<file path="src/rtl/machine_mode_types_1_12_pkg.sv">
// Machine-mode (privileged ISA 1.12, M + U) CSR field types shared by the trap
// sequencer and the machine CSR file.
package machine_mode_types_1_12_pkg;

  typedef enum logic [1:0] {
    U_MODE   = 2'b00,
    S_MODE   = 2'b01,
    RESERVED = 2'b10,
    M_MODE   = 2'b11
  } priv_level_t;

  typedef enum logic [30:0] {
    INSN_ADDR_MAL     = 31'd0,
    INSN_ACCESS_FAULT = 31'd1,
    ILLEGAL_INSN      = 31'd2,
    BREAKPOINT        = 31'd3,
    L_ADDR_MAL        = 31'd4,
    L_ACCESS_FAULT    = 31'd5,
    S_ADDR_MAL        = 31'd6,
    S_ACCESS_FAULT    = 31'd7,
    ECALL_UMODE       = 31'd8,
    ECALL_MMODE       = 31'd11,
    INSN_PAGE_FAULT   = 31'd12,
    L_PAGE_FAULT      = 31'd13,
    S_PAGE_FAULT      = 31'd15
  } ex_code_t;

  typedef enum logic [30:0] {
    INT_MSI = 31'd3,
    INT_MTI = 31'd7,
    INT_MEI = 31'd11
  } int_code_t;

  localparam int unsigned MSI_BIT = 3;
  localparam int unsigned MTI_BIT = 7;
  localparam int unsigned MEI_BIT = 11;

  typedef logic [31:0] mip_t;
  typedef logic [31:0] mie_t;

  typedef struct packed {
    logic        sd;
    logic [7:0]  wpri0;
    logic        tsr;
    logic        tw;
    logic        tvm;
    logic        mxr;
    logic        sum;
    logic        mprv;
    logic [1:0]  xs;
    logic [1:0]  fs;
    priv_level_t mpp;
    logic [1:0]  vs;
    logic        spp;
    logic        mpie;
    logic        ube;
    logic        spie;
    logic        wpri1;
    logic        mie;
    logic        wpri2;
    logic        sie;
    logic        wpri3;
  } mstatus_t;

  typedef enum logic [1:0] {
    DIRECT   = 2'b00,
    VECTORED = 2'b01,
    RES_0    = 2'b10,
    RES_1    = 2'b11
  } mtvec_mode_t;

  typedef struct packed {
    logic [29:0] base;
    mtvec_mode_t mode;
  } mtvec_t;

  typedef struct packed {
    logic        irq;
    logic [30:0] code;
  } mcause_t;

  typedef enum logic [1:0] {
    IDLE     = 2'd0,
    DRAIN    = 2'd1,
    COMMIT   = 2'd2,
    REDIRECT = 2'd3
  } mtrap_state_t;

  typedef enum logic [1:0] {
    TK_INT  = 2'd0,
    TK_EXC  = 2'd1,
    TK_MRET = 2'd2
  } trap_kind_t;

endpackage

</file>
<file path="src/rtl/mtrap_int_prio.sv">
// Machine interrupt arbiter: picks the highest-priority enabled pending
// machine interrupt (MEI > MSI > MTI).
module mtrap_int_prio
  import machine_mode_types_1_12_pkg::*;
(
  input  logic      mei_i,
  input  logic      msi_i,
  input  logic      mti_i,
  input  logic      glob_en_i,
  output logic      valid_o,
  output int_code_t code_o
);

  always_comb begin
    valid_o = glob_en_i & (mei_i | msi_i | mti_i);
    code_o  = INT_MTI;
    if (mei_i) begin
      code_o = INT_MEI;
    end else if (msi_i) begin
      code_o = INT_MSI;
    end
  end

endmodule

</file>
<file path="src/rtl/mtrap_sequencer.sv">
// Machine-mode trap/MRET sequencer: arbitrates trap sources, drains the pipe,
// commits CSR state and privilege, then redirects fetch. MTVEC_VECTORED_EN enables vectored interrupts.
module mtrap_sequencer
  import machine_mode_types_1_12_pkg::*;
#(
  parameter priv_level_t RESET_PRIV  = M_MODE,
  parameter bit          U_MODE_SUPP = 1'b1
) (
  input  logic        clk_i,
  input  logic        rst_i,
  input  logic        exc_valid_i,
  input  logic [30:0] exc_code_i,
  input  logic [31:0] exc_pc_i,
  input  logic [31:0] exc_tval_i,
  input  logic [31:0] int_pc_i,
  input  logic        mret_valid_i,
  input  mip_t        csr_mip_i,
  input  mie_t        csr_mie_i,
  input  mstatus_t    csr_mstatus_i,
  input  mtvec_t      csr_mtvec_i,
  input  logic [31:0] csr_mepc_i,
  input  logic        pipe_quiesced_i,
  input  logic        redirect_ack_i,
  output logic        flush_req_o,
  output logic        csr_trap_we_o,
  output logic        csr_mret_we_o,
  output logic [31:0] mepc_wdata_o,
  output mcause_t     mcause_wdata_o,
  output logic [31:0] mtval_wdata_o,
  output mstatus_t    mstatus_wdata_o,
  output logic        redirect_valid_o,
  output logic [31:0] redirect_pc_o,
  output priv_level_t priv_level_o,
  output logic        busy_o
);

  mtrap_state_t state_q, state_d;
  trap_kind_t   kind_q, kind_d;
  logic [30:0]  cause_q, cause_d;
  logic [29:0]  pc_q, pc_d;
  logic [31:0]  tval_q, tval_d;
  logic [31:0]  tgt_q, tgt_d;
  priv_level_t  priv_q, priv_d;

  logic [31:0]  pend;
  logic         glob_en;
  logic         int_valid;
  int_code_t    int_code;
  mstatus_t     ms_trap, ms_mret;
  priv_level_t  mret_priv;
  logic [31:0]  trap_base, trap_tgt;
  logic         unused_bits;

  assign pend    = csr_mip_i & csr_mie_i;
  assign glob_en = (priv_q != M_MODE) || csr_mstatus_i.mie;

  mtrap_int_prio u_int_prio (
    .mei_i    (pend[MEI_BIT]),
    .msi_i    (pend[MSI_BIT]),
    .mti_i    (pend[MTI_BIT]),
    .glob_en_i(glob_en),
    .valid_o  (int_valid),
    .code_o   (int_code)
  );

  always_comb begin
    ms_trap      = csr_mstatus_i;
    ms_trap.mpie = csr_mstatus_i.mie;
    ms_trap.mie  = 1'b0;
    ms_trap.mpp  = U_MODE_SUPP ? priv_q : M_MODE;

    // MPP values S and RESERVED map to U on MRET.
    if (!U_MODE_SUPP || csr_mstatus_i.mpp == M_MODE) begin
      mret_priv = M_MODE;
    end else begin
      mret_priv = U_MODE;
    end
    ms_mret      = csr_mstatus_i;
    ms_mret.mie  = csr_mstatus_i.mpie;
    ms_mret.mpie = 1'b1;
    ms_mret.mpp  = U_MODE_SUPP ? U_MODE : M_MODE;
    if (mret_priv != M_MODE) begin
      ms_mret.mprv = 1'b0;
    end
  end

  assign trap_base = {csr_mtvec_i.base, 2'b00};

`ifdef MTVEC_VECTORED_EN
  assign trap_tgt = (csr_mtvec_i.mode == VECTORED && kind_q == TK_INT) ?
                    trap_base + {cause_q[29:0], 2'b00} : trap_base;
  assign unused_bits = ^{exc_pc_i[1:0], int_pc_i[1:0], csr_mepc_i[1:0],
                         pend[31:12], pend[10:8], pend[6:4], pend[2:0]};
`else
  assign trap_tgt = trap_base;
  assign unused_bits = ^{exc_pc_i[1:0], int_pc_i[1:0], csr_mepc_i[1:0], csr_mtvec_i.mode,
                         pend[31:12], pend[10:8], pend[6:4], pend[2:0]};
`endif

  always_comb begin
    state_d          = state_q;
    kind_d           = kind_q;
    cause_d          = cause_q;
    pc_d             = pc_q;
    tval_d           = tval_q;
    tgt_d            = tgt_q;
    priv_d           = priv_q;
    flush_req_o      = 1'b0;
    csr_trap_we_o    = 1'b0;
    csr_mret_we_o    = 1'b0;
    mepc_wdata_o     = '0;
    mcause_wdata_o   = '0;
    mtval_wdata_o    = '0;
    mstatus_wdata_o  = '0;
    redirect_valid_o = 1'b0;
    redirect_pc_o    = '0;

    case (state_q)
      IDLE: begin
        if (int_valid) begin
          kind_d  = TK_INT;
          cause_d = int_code;
          pc_d    = int_pc_i[31:2];
          tval_d  = '0;
          state_d = DRAIN;
        end else if (exc_valid_i) begin
          kind_d  = TK_EXC;
          cause_d = exc_code_i;
          pc_d    = exc_pc_i[31:2];
          tval_d  = exc_tval_i;
          state_d = DRAIN;
        end else if (mret_valid_i) begin
          kind_d  = TK_MRET;
          state_d = DRAIN;
        end
      end
      DRAIN: begin
        flush_req_o = 1'b1;
        if (pipe_quiesced_i) begin
          state_d = COMMIT;
        end
      end
      COMMIT: begin
        flush_req_o = 1'b1;
        state_d     = REDIRECT;
        if (kind_q == TK_MRET) begin
          csr_mret_we_o   = 1'b1;
          mstatus_wdata_o = ms_mret;
          priv_d          = mret_priv;
          tgt_d           = {csr_mepc_i[31:2], 2'b00};
        end else begin
          csr_trap_we_o       = 1'b1;
          mepc_wdata_o        = {pc_q, 2'b00};
          mcause_wdata_o.irq  = (kind_q == TK_INT);
          mcause_wdata_o.code = cause_q;
          mtval_wdata_o       = tval_q;
          mstatus_wdata_o     = ms_trap;
          priv_d              = M_MODE;
          tgt_d               = trap_tgt;
        end
      end
      REDIRECT: begin
        flush_req_o      = 1'b1;
        redirect_valid_o = 1'b1;
        redirect_pc_o    = tgt_q;
        if (redirect_ack_i) begin
          state_d = IDLE;
        end
      end
      default: state_d = IDLE;
    endcase
  end

  always_ff @(posedge clk_i) begin
    if (rst_i) begin
      state_q <= IDLE;
      kind_q  <= TK_INT;
      cause_q <= '0;
      pc_q    <= '0;
      tval_q  <= '0;
      tgt_q   <= '0;
      priv_q  <= RESET_PRIV;
    end else begin
      state_q <= state_d;
      kind_q  <= kind_d;
      cause_q <= cause_d;
      pc_q    <= pc_d;
      tval_q  <= tval_d;
      tgt_q   <= tgt_d;
      priv_q  <= priv_d;
    end
  end

  assign busy_o       = (state_q != IDLE);
  assign priv_level_o = priv_q;

endmodule

</file>
<file path="config.mk">
export PLATFORM = sky130hd
export DESIGN_NAME = mtrap_sequencer
export DESIGN_NICKNAME = d
export VERILOG_FILES = /design/src/rtl/machine_mode_types_1_12_pkg.sv /design/src/rtl/mtrap_int_prio.sv /design/src/rtl/mtrap_sequencer.sv
export SDC_FILE = /design/constraint.sdc
export NUM_CORES = 1
export LEC_CHECK = 0
export ABC_AREA = 1
export CAP_MARGIN = 5
export CORE_AREA = 8 8 171 173
export CTS_CLUSTER_DIAMETER = 80
export DETAILED_ROUTE_END_ITERATION = 16
export DIE_AREA = 0 0 179 181
export PLACE_DENSITY = 0.64
export SLEW_MARGIN = 20
export SYNTH_ARGS = -nofsm -noshare
export SYNTH_HDL_FRONTEND = slang
export SYNTH_HIERARCHICAL = 1
export SYNTH_SLANG_ARGS = --single-unit
</file>
<file path="constraint.sdc">
create_clock -name clk_i -period 1.9 [get_ports clk_i]
set_clock_uncertainty 0.1 [all_clocks]
set_input_delay 0.38 -clock clk_i [delete_from_list [all_inputs] [get_ports clk_i]]
set_output_delay 0.38 -clock clk_i [all_outputs]
set_load 0.02 [all_outputs]
</file>
* Yosys cells after proc, flatten, opt, wreduce, memory -nomap -nowiden *
Cells that the tools add are included.

operators by class
  eq/ne operators = 10
  muxes and demuxes = 36
  bitwise operators = 4
  reductions and logical operators = 10

operators by type and width
  kind                                                              number
  32-bit 2-to-1 mux                                                 11
  31-bit 2-to-1 mux                                                 3
  30-bit 2-to-1 mux                                                 2
  2-bit 2-to-1 mux                                                  10
  18-bit 2-to-1 mux                                                 1
  12-bit bitwise AND                                                1
  2-bit == test (second input constant)                             4
  2-bit inequality test (second input constant)                     4
  2-bit one-hot mux with 4 select lines                             1
  1-bit 2-to-1 mux                                                  7
  2-bit logical NOT                                                 2
  4-bit inequality test (second input constant)                     1
  2-bit AND reduction                                               2
  2-bit nonzero test                                                2
  3-bit 2-to-1 mux                                                  1
  3-bit AND reduction                                               1
  3-bit nonzero test                                                1
  3-bit OR reduction                                                1
  2-bit by 1-bit == test with 1-bit output (second input constant)  1
  1-bit OR                                                          2
  1-bit bitwise AND                                                 1
  1-bit logical OR                                                  1

word-level totals
  flip-flop bits (word level) = 131
  input port bits = 293
  output and inout bits = 167
  logic and storage cells = 67

* Longest topological paths before layout *
Gate-level depths: netlist (run 1).

  word-level depth = 6
  mapped depth = 11
  gate-level depth less buffers = 10

* Cells and area by module *
The synthesis (run 1) kept the hierarchy.

modules (own cells, without submodules)
  module           instances  cells each  area an instance (um^2)  sequential area each (um^2)
  mtrap_sequencer  1          1184        6940.4                   2562.5
  mtrap_int_prio   1          36          255.2                    0.0

* Least setup slack after synthesis (run 1) *
Ideal clock, no wire load.

  path type = flip-flop to output port
  from = register state_q[0]
  to = output mstatus_wdata_o[12] (netlist bit)
  data arrival time = 1.544 ns
  data required time = 1.420 ns
  slack = -0.124 ns
  stages on the path, launching flop included = 8
  buffers on the path = 3
  cells stage by stage = dfxtp_1 -> inv_1 -> ha_1 -> buf_2 -> nand2_2 -> clkbuf_1 -> nor2_1 -> buf_4

RTL lines
  element                   RTL line                source
  start: declaration        mtrap_sequencer.sv:37   mtrap_state_t state_q, state_d;
  start signal: assignment  mtrap_sequencer.sv:184  state_q <= state_d;
  end: declaration          mtrap_sequencer.sv:30   output mstatus_t mstatus_wdata_o,

==> impl_metrics.toml, run 1 <==
[place]
dp_hpwl_microns = 21690
place_congestion = 0.8198
place_area_sq_mm = 0.01159
io_buffer_count = 389
place_inst = 1924
post-place-ws_ps = -345.1

[critical_path]
cp_max_fo = 15
crit_required_ps = 1420
endpoint = "mcause_wdata_o[22]"
worstReg2RegEnd = "pc_q[13]"
worst_setup_path_end_kind = "output pin"
crit_path_start = "state_q[0]"
ff2ff_setup_slack_ps = 80
crit_path_start_kind = "flip-flop"
critPathKind = "flip-flop to output pin"
reg2reg_from = "state_q[1]"
worst_ep_arrival_time_ps = 1650
r2r_cells = 10

[run_status]
violations = "negative setup slack"
status = "finished with violations"

[clocking]
cts_root_buffer = "clkbuf_16"
ctsHoldBuffers = 0
cts_tree = "done"
htree_levels = 4
cts_buffer_depth = 2
clk_pin_slew_ps = 60
clk_latency_ps = 410
cts_made_buffers = 17
cts.sinks = 128

[yosys]
synthAdderAreaFrac = 0.008694
syn_area_sq_mm = 0.007196
synth_top_family_by_area = "simple AND/OR/NAND/NOR gates"
yosysSeqAreaShare = 0.3561
synth_edf_count = 0
synth-compound-area-share = 0.07807
synth_cells = 1220
synth_top_area_cell = "dfxtp_1"
ys_types = 24
synthTopCellsByCount = "nand2_1 (345), inv_1 (232), nor2_1 (227)"
synth_warnings = 6
synth-simple-area-share = 0.3481
synth.top_cell.area_share = 0.3561
async_reset_ff_frac = 0
synth.mux.area_fraction = 0
synthTopCellsByArea = "dfxtp_1 (36%), nand2_1 (18%), inv_1 (12%)"
synth-seq-cells = 128
synth-xor-area-share = 0
synthFlopType = "dfxtp_1"
avgSynthCellArea_sq_um = 5.898
yosysMostFrequentCell = "nand2_1"

[global_routing]
grt_use_total = 0.1728
grt_pass1_vias = 8212
grt_pass1_wl_microns = 44480
grt_max_degree = 62
gr-total-overflow = 0
antenna_found_initial = 0

[floorplan]
ios = 460
fp.dieH_microns = 181
initial_core_util = 0.2715
die_w_microns = 179
rows = 60
core_area_sq_mm = 0.02650
die-area_sq_mm = 0.03240

[worst_hold_path]
hold_class = "flip-flop to flip-flop"
hold-path-cell-count = 2

[cells_and_area]
post-route-util = 0.4930
layout.nets = 1935
synthToLayoutAreaGrowth_pct = 81.57
n_antenna_cell = 0
drive_gt1_frac = 0.2430
stdcell_area_sq_mm = 0.01307
layout.cells.non_filler = 1991

[power]
vdd.ir_drop.worst_v = 0.0006012
leakagePower_uw = 0.006656
p_comb_frac = 0.500
switchingPower_uw = 5637
seqPwrFrac = 0.273
pwr_density_cell_mw_per_mm2 = 1085
switching_share = 0.3977
power_frac_clock = 0.226
internal_power_uw = 8536

[timing]
fin_crit_ps = 2134
max_freq_ghz = 0.4685
rsz0062_at_grt = "yes"
finalWorstSetupSlack_ps = -234.5
finalHoldViolCount = 0
drv_slew = 0
setup_tns_ps = -24670
finalCritPeriodShare = 1.123
finalSetupViolCount = 161

[routing]
wirelength_microns = 30250
drc = 0
first_pass_iters = 4
routed_via_density = 4.213
final_antenna_net_count = 0
avgRoutedWirePerCell_microns = 15.19
num_vias = 8389
first_iter_violations = 291

[run]
cap_violations = 0
routing by layer:
metal	routed length, microns	global-route usage
met5	0	0
met4	449	0.04929
met3	2760	0.05984
met2	14970	0.3083
met1	12070	0.1886
cell type report:
type | count | area [sq um]
Inverter | 235 | 902.1
Fill cell | 2688 | 13440
Clock inverter | 14 | 131.4
Sequential cell | 128 | 2569
Tap cell | 341 | 426.7
Timing Repair Buffer | 474 | 4885
Multi-Input combinational cell | 781 | 3712
Clock buffer | 18 | 439.2
worst max-delay path, stage by stage, from the launching register on:
cell	delay (ps)
dfxtp_2	320
inv_2	70
ha_4	220
nand2_8	140
buf_16	190
nor2_1	130
buf_4	160
cell usage in the layout, fill, tap and decap left out, types with 2 or more instances in the layout:
cell type | Yosys | routed
nor2_2 | 2 | 30
clkbuf_2 | 0 | 2
inv_1 | 232 | 204
inv_6 | 0 | 5
nand3_1 | 63 | 63
nor2_1 | 227 | 175
nor2_4 | 0 | 24
inv_4 | 0 | 5
dfxtp_1 | 128 | 125
conb_1 | 3 | 33
buf_8 | 0 | 3
buf_4 | 41 | 119
dfxtp_2 | 0 | 2
nand2_4 | 0 | 14
buf_6 | 0 | 90
dlymetal6s2s_1 | 0 | 2
o21ai_0 | 62 | 55
nand2_2 | 3 | 14
buf_2 | 43 | 4
ha_4 | 0 | 3
o22ai_1 | 32 | 32
a21oi_1 | 2 | 2
clkinv_4 | 0 | 2
buf_12 | 0 | 17
nand2_1 | 345 | 320
buf_16 | 0 | 4
clkinv_2 | 1 | 2
clkinvlp_4 | 0 | 4
o21ai_1 | 0 | 7
ha_1 | 5 | 2
inv_2 | 2 | 25
clkdlybuf4s50_1 | 0 | 226
clkbuf_16 | 0 | 22
through the flow:
stage               hold slack, ps  total power [uW]
detailed placement           365.0              9754
floorplan                    348.5              7187
finish                       373.4             14170
global placement             361.2              9705
global route                 395.3             15190
CTS                          374.8             13310
worst min path at each step:
stage	startpoint	to
6_report	tval_q[2]	tval_q[2]
5_1_grt	tval_q[9]	tval_q[9]
4_1_cts	tval_q[11]	tval_q[11]
3_5_place_dp	tval_q[11]	tval_q[11]
3_3_place_gp	tval_q[18]	tval_q[18]
2_1_floorplan	tval_q[0]	tval_q[0]
registers in the layout, summed over array words and instances (netlist names):
name          count
tval_q           32
cause_q          31
pc_q             30
tgt_q            30
kind_q            2
state_q           2
priv_level_o      1
timing repair:
| item | in CTS | in global routing |
|---|---|---|
| endpoints found under the setup margin | 163 | 183 |
| pin swaps | 4 | 5 |
| resized for setup | 651 | 386 |
| gates cloned | 4 | 7 |
| buffers inserted | 0 | 24 |
power by group through the flow:
stage / logic, uW / registers (uW) / clock network (uW)
floorplan: 3370 / 3820 / 0
global placement: 5830 / 3870 / 0
detailed placement: 5860 / 3900 / 0
CTS: 6150 / 3850 / 3300
global route: 7790 / 3980 / 3410
finish: 7090 / 3880 / 3210
kinds of logic (layout without fill, tap and decap cells):
family                   count (synthesis)  in the layout
AO/OA/AOI/OAI                          100            100
adder cells (fa/ha/maj)                  5              5
AND/OR/NAND/NOR                        642            643
flip-flops                             128            128
other                                    3             33
buffers and inverters                  342            741
Note: power is estimated with default switching activity, not from simulation.
==> run 2, diff against run 1 <==
ABC_CLOCK_PERIOD_IN_PS = 2330   (was unset)
clock period = 2.33 ns   (was 1.9 ns; I/O delays follow)
==> run 2 against run 1 <==
The run now ends clean. Design area shrank 11%. Setup slack better by 300 ps. Die area is the same. Total power shrank 28%. Largest cell class unchanged.
==> impl_metrics.toml, run 2 (synthesis results as in run 1) <==
[routing]
first_pass_iters = 4
num_vias = 8170
routed_via_density = 4.203
avgRoutedWirePerCell_microns = 14.93
first_iter_violations = 309
final_antenna_net_count = 0
drc = 0
wirelength_microns = 29020

[timing]
max_freq_ghz = 0.4421
fin_crit_ps = 2262
finalHoldViolCount = 0
finalCritPeriodShare = 0.9708
rsz0062_at_grt = "yes"
finalWorstSetupSlack_ps = 67.97
holdWs_ps = 374.6
finalSetupViolCount = 0
drv_slew = 0
setup_tns_ps = 0

[cells_and_area]
n_antenna_cell = 0
largest_reg_flops = 32
final_cell_mix = "nand2_1 (345), inv_1 (230), clkdlybuf4s50_1 (228), nor2_1 (226), dfxtp_1 (127)"
reg_top3 = "tval_q (32), cause_q (31)"
synthToLayoutAreaGrowth_pct = 61.49
layout.nets = 1888
layout_commonest_cell = "nand2_1"
post-route-util = 0.4385
largest_register = "tval_q"
drive_gt1_frac = 0.1478

[clocking]
clk_latency_ps = 410
htree_levels = 4
ctsHoldBuffers = 0
cts_buffer_depth = 2
cts_root_buffer = "clkbuf_16"
cts_made_buffers = 17
clk_pin_slew_ps = 70
cts_tree = "done"
cts.sinks = 128

[place]
place_congestion = 0.7965
post-place-ws_ps = -258.2
io_buffer_count = 389
dp_hpwl_microns = 21340

[global_routing]
grt_use_met1 = 0.1932
use_met2 = 0.2940
antenna_found_initial = 0
gr-total-overflow = 0
grt_pass1_vias = 7897
use_met3 = 0.06109
grt_use_total = 0.1712
busiest_layer = "met2"
grt_max_degree = 52
grt_pass1_wl_microns = 43570

[floorplan]
rows = 60
ios = 460
die_w_microns = 179
die-area_sq_mm = 0.03240
core_area_sq_mm = 0.02650
initial_core_util = 0.2715
fp.dieH_microns = 181

[worst_hold_path]
hold_class = "flip-flop to flip-flop"

[critical_path]
crit_required_ps = 1760
worst_ep_arrival_time_ps = 1700
path_cells = "inv_2 > ha_4 > buf_8 > buf_4 > nand2_1 > inv_1 > dlygate4sd2_1"
path_buf_inv = 5
critPathSlowestCell = "dfxtp_1"
crit_path_start_kind = "flip-flop"
worst_setup_path_end_kind = "output pin"
cp_max_fo = 4
slowest_delay_ps = 340
crit_family = "buffers and inverters"
critPathKind = "flip-flop to output pin"

[power]
vdd.ir_drop.worst_v = 0.0004204
leakagePower_uw = 0.006163
pwr_density_cell_mw_per_mm2 = 883.1
p_total_uw = 10260

[run_status]
status = "complete, no violations"

[run]
cap_violations = 0
==> run 2: final timing paths <==
| path | start | cells past startpoint | end | slack (ps) |
|---|---|---|---|---|
| worst max-delay path | state_q[0] | 7 | mstatus_wdata_o[5] | 70 |
| worst min-delay path | tval_q[31] | 2 | tval_q[31] | 370 |
| worst max register to register | priv_level_o[0] | 9 | pc_q[8] | 480 |
| worst min register to register | tval_q[31] | 2 | tval_q[31] | 370 |
==> run 2: through the flow <==
step	cells	area (sq um)
finish	1944	11620
global route	1944	11620
CTS	1944	11690
detailed placement	1906	11420
global placement	1906	11420
floorplan	1250	7308
==> run 2: final cells by class <==
class / instances / area, sq um
Timing Repair Buffer: 428 / 3877
Inverter: 235 / 883.3
Clock inverter: 14 / 132.6
Tap cell: 341 / 426.7
Clock buffer: 18 / 429.2
Sequential cell: 128 / 2564
Multi-Input combinational cell: 780 / 3307
Fill cell: 2861 / 14880
==> run 2: power breakdown <==
group / total, uW / internal [uW] / switching [uW] / leakage [uW]
sequential: 3130 / 2830 / 297 / 0.00105
combinational: 4520 / 1840 / 2680 / 0.00484
clock: 2610 / 1490 / 1130 / 0.000268
==> run 2: metal layers <==
layer,wire (microns),vias to the layer above,part of all wire
met2,13640,317,0.47
met3,3097,32,0.11
met4,606,0,0.021
met5,0,-,0
li1,-,4256,-
met1,11670,3565,0.40
==> run 2: worst register-to-register path, delay by kind of cell (launching register included) <==
family,cells,cell delay [ps]
AOI/OAI and AO/OA,2,440
and+or+nand+nor,4,380
buffers and inverters,3,480
DFF,1,340
==> run 2: timing repair <==
action,CTS,global route
setup endpoints to repair,156,55
cloned,2,0
setup buffers,4,0
pin swaps,1,0
gates resized for setup,542,49
==> run 3, diff against run 2 <==
CELL_PAD_IN_SITES_DETAIL_PLACEMENT = 0   (was unset)
CELL_PAD_IN_SITES_GLOBAL_PLACEMENT = 1   (was unset)
CORE_AREA = unset   (was 8 8 171 173)
CORE_ASPECT_RATIO = 0.75   (was unset)
CORE_MARGIN = 8   (was unset)
CORE_UTILIZATION = 24   (was unset)
CTS_BUF_LIST = sky130_fd_sc_hd__clkbuf_2 sky130_fd_sc_hd__clkbuf_4 sky130_fd_sc_hd__clkbuf_8   (was unset)
DIE_AREA = unset   (was 0 0 179 181)
PLACE_DENSITY = 0.84   (was 0.64)
==> run 3 against run 2 <==
Die area rose by 11%. Fmax rose by 1.8%. Register-to-register slack barely moved. Utilization fell by 4.9 points. Routed wire length rose by 2.7%. Sequential share of layout area barely moved. Cell count rose by 3.1%. Worst hold slack improved by 2.4 ps. Clock power fell by 20%. Total power fell by 4.0%. Combinational power rose by 3%. Sequential power barely moved. Critical endpoint is now mstatus_wdata_o[3].
==> impl_metrics.toml, run 3 (synthesis results as in run 1) <==
[run_status]
status = "complete, no violations"

[routing]
wirelength_microns = 29810
first_iter_violations = 360
routed_via_density = 4.055
final_antenna_net_count = 0
num_vias = 8131
first_pass_iters = 4
avgRoutedWirePerCell_microns = 14.87
drc = 0

[timing]
drv_slew = 0
finalWorstSetupSlack_ps = 108.8
finalSetupViolCount = 0
finalHoldViolCount = 0
finalCritPeriodShare = 0.9533
rsz0062_at_grt = "yes"
fin_crit_ps = 2221
max_freq_ghz = 0.4502

[cells_and_area]
reg_top3 = "tval_q (32), cause_q (31)"
layout.cells.non_filler = 2005
largest_reg_flops = 32
layout.nets = 1892
stdcell_area_sq_mm = 0.01164
n_antenna_cell = 0
synthToLayoutAreaGrowth_pct = 61.83
drive_gt1_frac = 0.1594
layout_commonest_cell = "nand2_1"
largest_register = "tval_q"
final_cell_mix = "nand2_1 (344), inv_1 (230), clkdlybuf4s50_1 (228), nor2_1 (221), dfxtp_1 (126)"

[floorplan]
core_area_sq_mm = 0.02987
die-area_sq_mm = 0.03584
initial_core_util = 0.2409
die_w_microns = 215.9
fp.dieH_microns = 166.0
ios = 460
rows = 55

[global_routing]
grt_pass1_wl_microns = 45730
grt_max_degree = 56
gr-total-overflow = 0
grt_pass1_vias = 7941
grt_use_total = 0.1615
antenna_found_initial = 2

[power]
pwr_density_cell_mw_per_mm2 = 845.9
leakagePower_uw = 0.006099
vdd.ir_drop.worst_v = 0.0003260
p_total_uw = 9851

[clocking]
cts_buffer_depth = 2
cts_tree = "done"
clk_latency_ps = 440
cts_made_buffers = 17
htree_levels = 4
ctsHoldBuffers = 0
cts.sinks = 128
clk_pin_slew_ps = 80
cts_root_buffer = "clkbuf_8"

[critical_path]
cp_max_fo = 18
critPathKind = "flip-flop to output pin"
crit_path_start_kind = "flip-flop"
worst_ep_arrival_time_ps = 1660
crit_required_ps = 1760
worst_setup_path_end_kind = "output pin"

[place]
place_congestion = 0.8113
io_buffer_count = 389
dp_hpwl_microns = 22490
place_inst = 1969
place_area_sq_mm = 0.01151
post-place-ws_ps = -159.2

[run]
cap_violations = 0

[worst_hold_path]
hold_class = "flip-flop to flip-flop"
## run 3: path summary, 6_finish.rpt
| kind | cells after the start | from | to | slack (ps) |
|---|---|---|---|---|
| setup / recovery | 7 | kind_q[0] | mstatus_wdata_o[3] | 110 |
| hold / removal | 2 | tval_q[28] | tval_q[28] | 380 |
| setup reg to reg | 8 | state_q[1] | cause_q[30] | 490 |
| hold reg to reg | 2 | tval_q[28] | tval_q[28] | 380 |
## run 3: critical path: stages, from the launching register on
cell and delay [ps]:
dfxtp_1 350, inv_1 60, nand2_2 120, buf_6 210
inv_1 60, nand2_1 50, nor2_1 30, dlygate4sd2_1 320
## run 3: cell type report
type / count / area (sq um)
clock inverter: 10 / 135.1
inverter: 235 / 883.3
fill: 3244 / 18220
tap: 399 / 499.2
sequential: 128 / 2565
multi-input combinational: 780 / 3334
timing repair buffer: 432 / 3945
clock buffer: 21 / 282.8
## run 3: per-stage QoR
| step | hold slack [ps] | utilization | TNS, ps |
|---|---|---|---|
| after CTS | 378.5 | 0.3899 | -69.76 |
| after global routing | 389.0 | 0.3899 | -12.40 |
| after global placement | 359.8 | 0.3854 | -4944 |
| after floorplan | 348.5 | - | 0 |
| final | 377.0 | 0.3899 | 0 |
| after detailed placement | 365.1 | 0.3854 | -8774 |
## run 3: per-layer routing
layer / share of wire / vias to the layer above / wire length [microns] / global-route usage
met3: 0.085 / 35 / 2533 / 0.06443
met4: 0.024 / 4 / 718 / 0.05547
met2: 0.47 / 265 / 14010 / 0.2732
met5: 0.00091 / - / 27 / 0
li1: - / 4270 / - / -
met1: 0.42 / 3557 / 12520 / 0.1828
## run 3: power breakdown
part	internal (uW)	total, uW	switching (uW)
clock	1140	2080	935
combinational	1900	4640	2730
sequential	2830	3140	305
## run 3: timing repair
action	in CTS	in global routing
pin swaps	2	2
buffers inserted	2	1
setup endpoints to repair	155	47
cloned	3	0
gates resized for setup	583	49
